[config.mk]
export PLATFORM = sky130hd
export DESIGN_NAME = lsu_ctrl
export DESIGN_NICKNAME = d
export VERILOG_FILES = /design/src/rtl/lsu_ctrl.sv
export SDC_FILE = /design/constraint.sdc
export NUM_CORES = 1
export LEC_CHECK = 0
export CAP_MARGIN = 10
export CORE_MARGIN = 2
export CORE_UTILIZATION = 42
export CTS_CLUSTER_DIAMETER = 150
export CTS_CLUSTER_SIZE = 20
export DETAILED_ROUTE_END_ITERATION = 7
export MAX_ROUTING_LAYER = met4
export PLACE_DENSITY = 0.77
export SYNTH_ARGS = -nofsm -noshare
export SYNTH_HDL_FRONTEND = slang
export SYNTH_SLANG_ARGS = --single-unit
[constraint.sdc]
create_clock -name clk_i -period 2.5 [get_ports clk_i]
set_input_delay 0.5 -clock clk_i [delete_from_list [all_inputs] [get_ports clk_i]]
set_output_delay 0.5 -clock clk_i [all_outputs]
set_load 0.05 [all_outputs]
[src/rtl/lsu_ctrl.sv]
`default_nettype none
// +----------------------------------------------------------------------+
// | lsu_ctrl : single-outstanding load/store controller for a 32-bit bus |
// | Rev 1.0                                                              |
// +----------------------------------------------------------------------+
module lsu_ctrl #(
  parameter int unsigned TIMEOUT = 64
) (
  input  logic        clk_i,
  input  logic        rst_i,
  input  logic        req_valid_i,
  output logic        req_ready_o,
  input  logic [3:0]  mem_oper_i,
  input  logic [31:0] addr_i,
  input  logic [31:0] wdata_i,
  output logic        done_o,
  output logic [31:0] rdata_o,
  output logic [4:0]  exc_o,
  output logic        bus_req_o,
  input  logic        bus_gnt_i,
  output logic [31:0] bus_addr_o,
  output logic        bus_we_o,
  output logic [3:0]  bus_be_o,
  output logic [31:0] bus_wdata_o,
  input  logic        bus_rvalid_i,
  input  logic [31:0] bus_rdata_i,
  input  logic        bus_err_i
);

  localparam logic [3:0] OP_LB  = 4'b0000;
  localparam logic [3:0] OP_LH  = 4'b0001;
  localparam logic [3:0] OP_LW  = 4'b0010;
  localparam logic [3:0] OP_LBU = 4'b0100;
  localparam logic [3:0] OP_LHU = 4'b0101;
  localparam logic [3:0] OP_SB  = 4'b1000;
  localparam logic [3:0] OP_SH  = 4'b1001;
  localparam logic [3:0] OP_SW  = 4'b1010;
  localparam logic [3:0] OP_NOP = 4'b1111;

  localparam logic [4:0] EXC_NO_TRAP   = 5'b10000;
  localparam logic [4:0] EXC_ILL_INSTR = 5'd2;
  localparam logic [4:0] EXC_LD_MISAL  = 5'd4;
  localparam logic [4:0] EXC_LD_FAULT  = 5'd5;
  localparam logic [4:0] EXC_ST_MISAL  = 5'd6;
  localparam logic [4:0] EXC_ST_FAULT  = 5'd7;

  typedef enum logic [1:0] {
    S_IDLE = 2'd0,
    S_REQ  = 2'd1,
    S_WAIT = 2'd2,
    S_RESP = 2'd3
  } state_t;

  state_t      state, state_nxt;
  logic [3:0]  op;
  logic [31:0] addr, wdata;
  logic [7:0]  cnt, cnt_nxt;
  logic [31:0] rdata, rdata_nxt;
  logic [4:0]  exc, exc_nxt;
  logic [3:0]  be;
  logic [31:0] wrep, shifted, ld_val;

  function automatic logic op_legal(input logic [3:0] o);
    case (o)
      OP_LB, OP_LH, OP_LW, OP_LBU, OP_LHU,
      OP_SB, OP_SH, OP_SW, OP_NOP: op_legal = 1'b1;
      default:                     op_legal = 1'b0;
    endcase
  endfunction

  function automatic logic misaligned(input logic [3:0] o, input logic [1:0] a);
    case (o)
      OP_LW, OP_SW:         misaligned = (a != 2'b00);
      OP_LH, OP_LHU, OP_SH: misaligned = a[0];
      default:              misaligned = 1'b0;
    endcase
  endfunction

  // op[1:0] encodes access size (byte/half/word), op[2] unsigned, op[3] store
  always_comb begin
    case (op[1:0])
      2'b00:   be = 4'b0001 << addr[1:0];
      2'b01:   be = 4'b0011 << addr[1:0];
      default: be = 4'b1111;
    endcase
    case (op[1:0])
      2'b00:   wrep = {4{wdata[7:0]}};
      2'b01:   wrep = {2{wdata[15:0]}};
      default: wrep = wdata;
    endcase
    shifted = bus_rdata_i >> {addr[1:0], 3'b000};
    case (op[2:0])
      3'b000:  ld_val = {{24{shifted[7]}}, shifted[7:0]};
      3'b001:  ld_val = {{16{shifted[15]}}, shifted[15:0]};
      3'b100:  ld_val = {24'd0, shifted[7:0]};
      3'b101:  ld_val = {16'd0, shifted[15:0]};
      default: ld_val = shifted;
    endcase
  end

  always_comb begin
    state_nxt = state;
    cnt_nxt   = cnt;
    rdata_nxt = rdata;
    exc_nxt   = exc;
    case (state)
      S_IDLE: begin
        if (req_valid_i) begin
          if (!op_legal(mem_oper_i)) begin
            exc_nxt   = EXC_ILL_INSTR;
            rdata_nxt = '0;
            state_nxt = S_RESP;
          end else if (mem_oper_i == OP_NOP) begin
            exc_nxt   = EXC_NO_TRAP;
            rdata_nxt = '0;
            state_nxt = S_RESP;
          end else if (misaligned(mem_oper_i, addr_i[1:0])) begin
            exc_nxt   = mem_oper_i[3] ? EXC_ST_MISAL : EXC_LD_MISAL;
            rdata_nxt = '0;
            state_nxt = S_RESP;
          end else begin
            state_nxt = S_REQ;
          end
        end
      end
      S_REQ: begin
        if (bus_gnt_i) begin
          cnt_nxt   = '0;
          state_nxt = S_WAIT;
        end
      end
      S_WAIT: begin
        // a response arriving on the timeout cycle still wins
        if (bus_rvalid_i) begin
          state_nxt = S_RESP;
          if (bus_err_i) begin
            exc_nxt   = op[3] ? EXC_ST_FAULT : EXC_LD_FAULT;
            rdata_nxt = '0;
          end else begin
            exc_nxt   = EXC_NO_TRAP;
            rdata_nxt = op[3] ? 32'd0 : ld_val;
          end
        end else if (cnt == 8'(TIMEOUT - 1)) begin
          exc_nxt   = op[3] ? EXC_ST_FAULT : EXC_LD_FAULT;
          rdata_nxt = '0;
          state_nxt = S_RESP;
        end else begin
          cnt_nxt = cnt + 8'd1;
        end
      end
      default: state_nxt = S_IDLE;
    endcase
  end

  always_ff @(posedge clk_i) begin
    if (rst_i) begin
      state <= S_IDLE;
      cnt   <= '0;
      op    <= '0;
      addr  <= '0;
      wdata <= '0;
      rdata <= '0;
      exc   <= EXC_NO_TRAP;
    end else begin
      state <= state_nxt;
      cnt   <= cnt_nxt;
      rdata <= rdata_nxt;
      exc   <= exc_nxt;
      if (state == S_IDLE && req_valid_i) begin
        op    <= mem_oper_i;
        addr  <= addr_i;
        wdata <= wdata_i;
      end
    end
  end

  assign req_ready_o = (state == S_IDLE);
  assign done_o      = (state == S_RESP);
  assign rdata_o     = rdata;
  assign exc_o       = exc;
  assign bus_req_o   = (state == S_REQ);
  assign bus_addr_o  = bus_req_o ? {addr[31:2], 2'b00} : 32'd0;
  assign bus_we_o    = bus_req_o & op[3];
  assign bus_be_o    = bus_req_o ? be : 4'd0;
  assign bus_wdata_o = (bus_req_o && op[3]) ? wrep : 32'd0;

endmodule
`default_nettype wire

==> run_results.csv <==
group,metric,value,unit
outcome,status,"finished, final reports clean",
worst_setup_path,cpLargestDelayFamily,"buffers and inverters",
yosys,yosysTopAreaCell,"dfxtp_1",
timing,timing.fmax,0.410,GHz
timing,clock_skew,0.00486,ns
cts,cts_tree,"built",
worst_setup_path,cp_slowest_stage_delay,0.33,ns
cts,clk_pin_slew_worst_paths,0.05,ns
placed_design,gp_congestion,0.916,
power,p_leak,3.40,nW
power,pwr-share-seq,28.8,%
timing,final-setup-viol-count,0,
worst_setup_path,arrival,1.94,ns
floorplan,initial_core_util,42.8,%
placed_design,place_inst,1091,
detailed_routing,viasPerCell,5.28,
detailed_routing,drt-wirelength-per-cell,16.4,um
yosys,synth.cell_area,5620,um2
cts,cts.root.buffer_cell,"clkbuf_16",
cts,clockBufferDepth,2,
power,pwr-share-comb,44.1,%
cts,insertion_delay,0.41,ns
flow_run,cap_viol_max_count,0,
finish,fin_nets,1045,
timing,finalHoldViolCount,0,
detailed_routing,vias,5930,
hold_path,hold_path_class,"flip-flop to flip-flop",
placed_design,hpwl,13.1,mm
global_routing,grt_pass1_vias,5728,
power,ir_drop,0.542,mV
yosys,post_synth.cell_area_avg,7.66,um2
yosys,ys.flop_type,"dfxtp_1",
timing,slew_viol_final,0,
cts,cts_buffers,17,
power,power,0.00833,W
finish,antenna_cells,0,
detailed_routing,drc_errors,0,
cts,postCtsHoldBufs,0,
yosys,async_flop_share,0,%
floorplan,ios,215,
floorplan,core,13100,um2
yosys,yosys_warnings,0,
placed_design,portBuffers,211,
detailed_routing,drt_iter0_drc,475,
yosys,synth_seq_cells,114,
worst_setup_path,worstPathMaxFanout,25,
yosys,synth_area_leaders,"dfxtp_1, nand2_1, a21oi_1",
cts,cts.htree.levels,4,
detailed_routing,ant_nets,0,
floorplan,fp.dieW,120,um
yosys,synth_top_area_share,40.6,%
detailed_routing,first_pass_iters,5,
worst_setup_path,startpoint_type,"flip-flop",
cts,cts_sinks,114,
yosys,ys_seq_area_share,40.6,%
global_routing,grt_usage,26.8,%
floorplan,die_area,14300,um2
power,power_density,901,nW/um2
global_routing,grt_max_degree,71,
timing,worst_pin_slew,0.545,ns
finish,layout-drive-gt1-share,17.2,%
floorplan,chipHeight,120,um
global_routing,grt_first_pass_wirelength,29.4,mm
timing,maxSlewHeadroom,63.6,%
worst_setup_path,worstPathRequired,2.00,ns
placed_design,placed_area,8670,um2
finish,fin_cells,1123,
timing,fin_crit,2.44,ns
power,power_frac_clock,27.1,%
worst_setup_path,worstPathCellList,"inv_1, ha_4, nand2_1, buf_4, a21oi_1, buf_12",
power,sw_frac_of_total,39.6,%
detailed_routing,routed_wl,18.4,mm
timing,rsz0062_at_grt,"yes",
worst_setup_path,cp_num_buf_inv,3,
worst_setup_path,crit_path_end_kind,"output pin",
finish,final_area,9250,um2
yosys,synth_cell_type_count,48,
worst_setup_path,cp_slowest_cell,"dfxtp_1",
yosys,synth_edf_count,0,
power,power_switching,0.00330,W
global_routing,antenna_found_initial,0,
floorplan,row_count,42,
yosys,synth_cells,734,
worst_setup_path,worstSetupPathType,"flip-flop to output pin",
global_routing,grt_overflow,0,
timing,fin_crit_sh,97.7,%
power,p_int,0.00503,W
finish,syn_to_final_growth,64.4,%
==> sequential cells by signal, summed over array words and instances, names as in the netlist <==
register and cells:
state 2, addr 32, op 4, wdata 32, exc_o 4, rdata_o 32, cnt 8
==> power groups by stage <==
stage	Sequential (W)	Combinational, W	Clock (W)
after floorplan	0.00280	0.00189	0
after global placement	0.00241	0.00358	0
after detailed placement	0.00242	0.00364	0
after CTS	0.00239	0.00367	0.00228
after global routing	0.00244	0.00393	0.00238
final	0.00240	0.00367	0.00226
==> metrics by stage <==
| step | TNS (ns) | worst slack (ns) | util, % | hold slack (ns) |
|---|---|---|---|---|
| 6_report | 0 | 0.0580 | 70.4 | 0.447 |
| 5_1_grt | -0.172 | -0.0387 | 70.4 | 0.467 |
| 4_1_cts | 0 | 0.00474 | 70.3 | 0.449 |
| 3_5_place_dp | -0.209 | -0.0414 | 66.0 | 0.442 |
| 3_3_place_gp | 0 | 0.0581 | 66.0 | 0.438 |
| 2_1_floorplan | 0 | 0.0131 | - | 0.432 |
==> placed cells by master, fill, tap and decap left out, drive strengths merged, types with 2 or more instances in the layout <==
master and count:
buf 97, nand2b 3, o21ai 5, dfxtp 114
nand2 193, mux2 17, clkbuf 27, nor2b 4
nor2 72, a211oi 27, nand4 2, a41oi 3
conb 3, ha 5, nand3 6, xnor2 6
a211o 3, clkinv 4, clkdlybuf4s50 141, nor3 3
a21oi 99, inv 7, o21a 4, o2111ai 8
mux2i 28, and2 31, and3 11, o2bb2ai 7
==> worst paths after layout <==
kind | from | end | slack (ns) | cells past startpoint
worst max-delay path | state[1] | bus_wdata_o[9] | 0.06 | 6
worst max register to register | state[0] | rdata_o[28] | 0.36 | 8
worst min register to register | addr[19] | addr[19] | 0.45 | 2
worst min-delay path | addr[19] | addr[19] | 0.45 | 2
==> repair_timing <==
item                       4_1_cts  5_1_grt
gates cloned                     0        0
buffers inserted                 0        0
setup endpoints to repair        9        9
gates resized for setup          2        3
==> layer usage <==
metal / GRT usage (%) / vias to the layer above / share of wire [%]
li1: - / 2877 / -
met1: 31.3 / 2778 / 41
met5: - / - / 0
met2: 44.3 / 243 / 50
met4: 8.68 / 0 / 2.2
met3: 8.03 / 32 / 7.5
==> final cells by class <==
class                   count  area, um2
multi-input cells         555       3110
inverters                   7       26.3
clock buffers              27        503
flip-flops and latches    114       2280
well taps                 176        220
repair buffers            239       3050
clock inverters             5       50.0
fillers                  1013       3890
==> tightest hold or removal path, stage by stage (launching register included) <==
cell,delay (ns)
dfxtp_1,0.30
nand2_1,0.05
a21oi_1,0.05
==> cells by family after synthesis <==
kind of cell	after synthesis	share of synthesized area (%)
other cells	1	0.0667
fa+ha+maj	5	1.11
buf+inv	67	5.03
mux	45	8.39
compound gates	166	18.9
flops	114	40.6
xor+xnor	6	0.934
simple gates	330	25.0
==> cells in the mapped netlist, types with 6 or more instances <==
master / number
a211oi_1: 27
a21oi_1: 99
and2_1: 31
and3_1: 10
buf_1: 10
buf_2: 9
clkbuf_1: 36
dfxtp_1: 114
inv_1: 7
mux2_2: 17
mux2i_1: 28
nand2_1: 193
nand3_1: 6
nor2_1: 71
o2111ai_1: 8
o2bb2ai_1: 7
xnor2_1: 6
(Power assumes the default switching activity.)
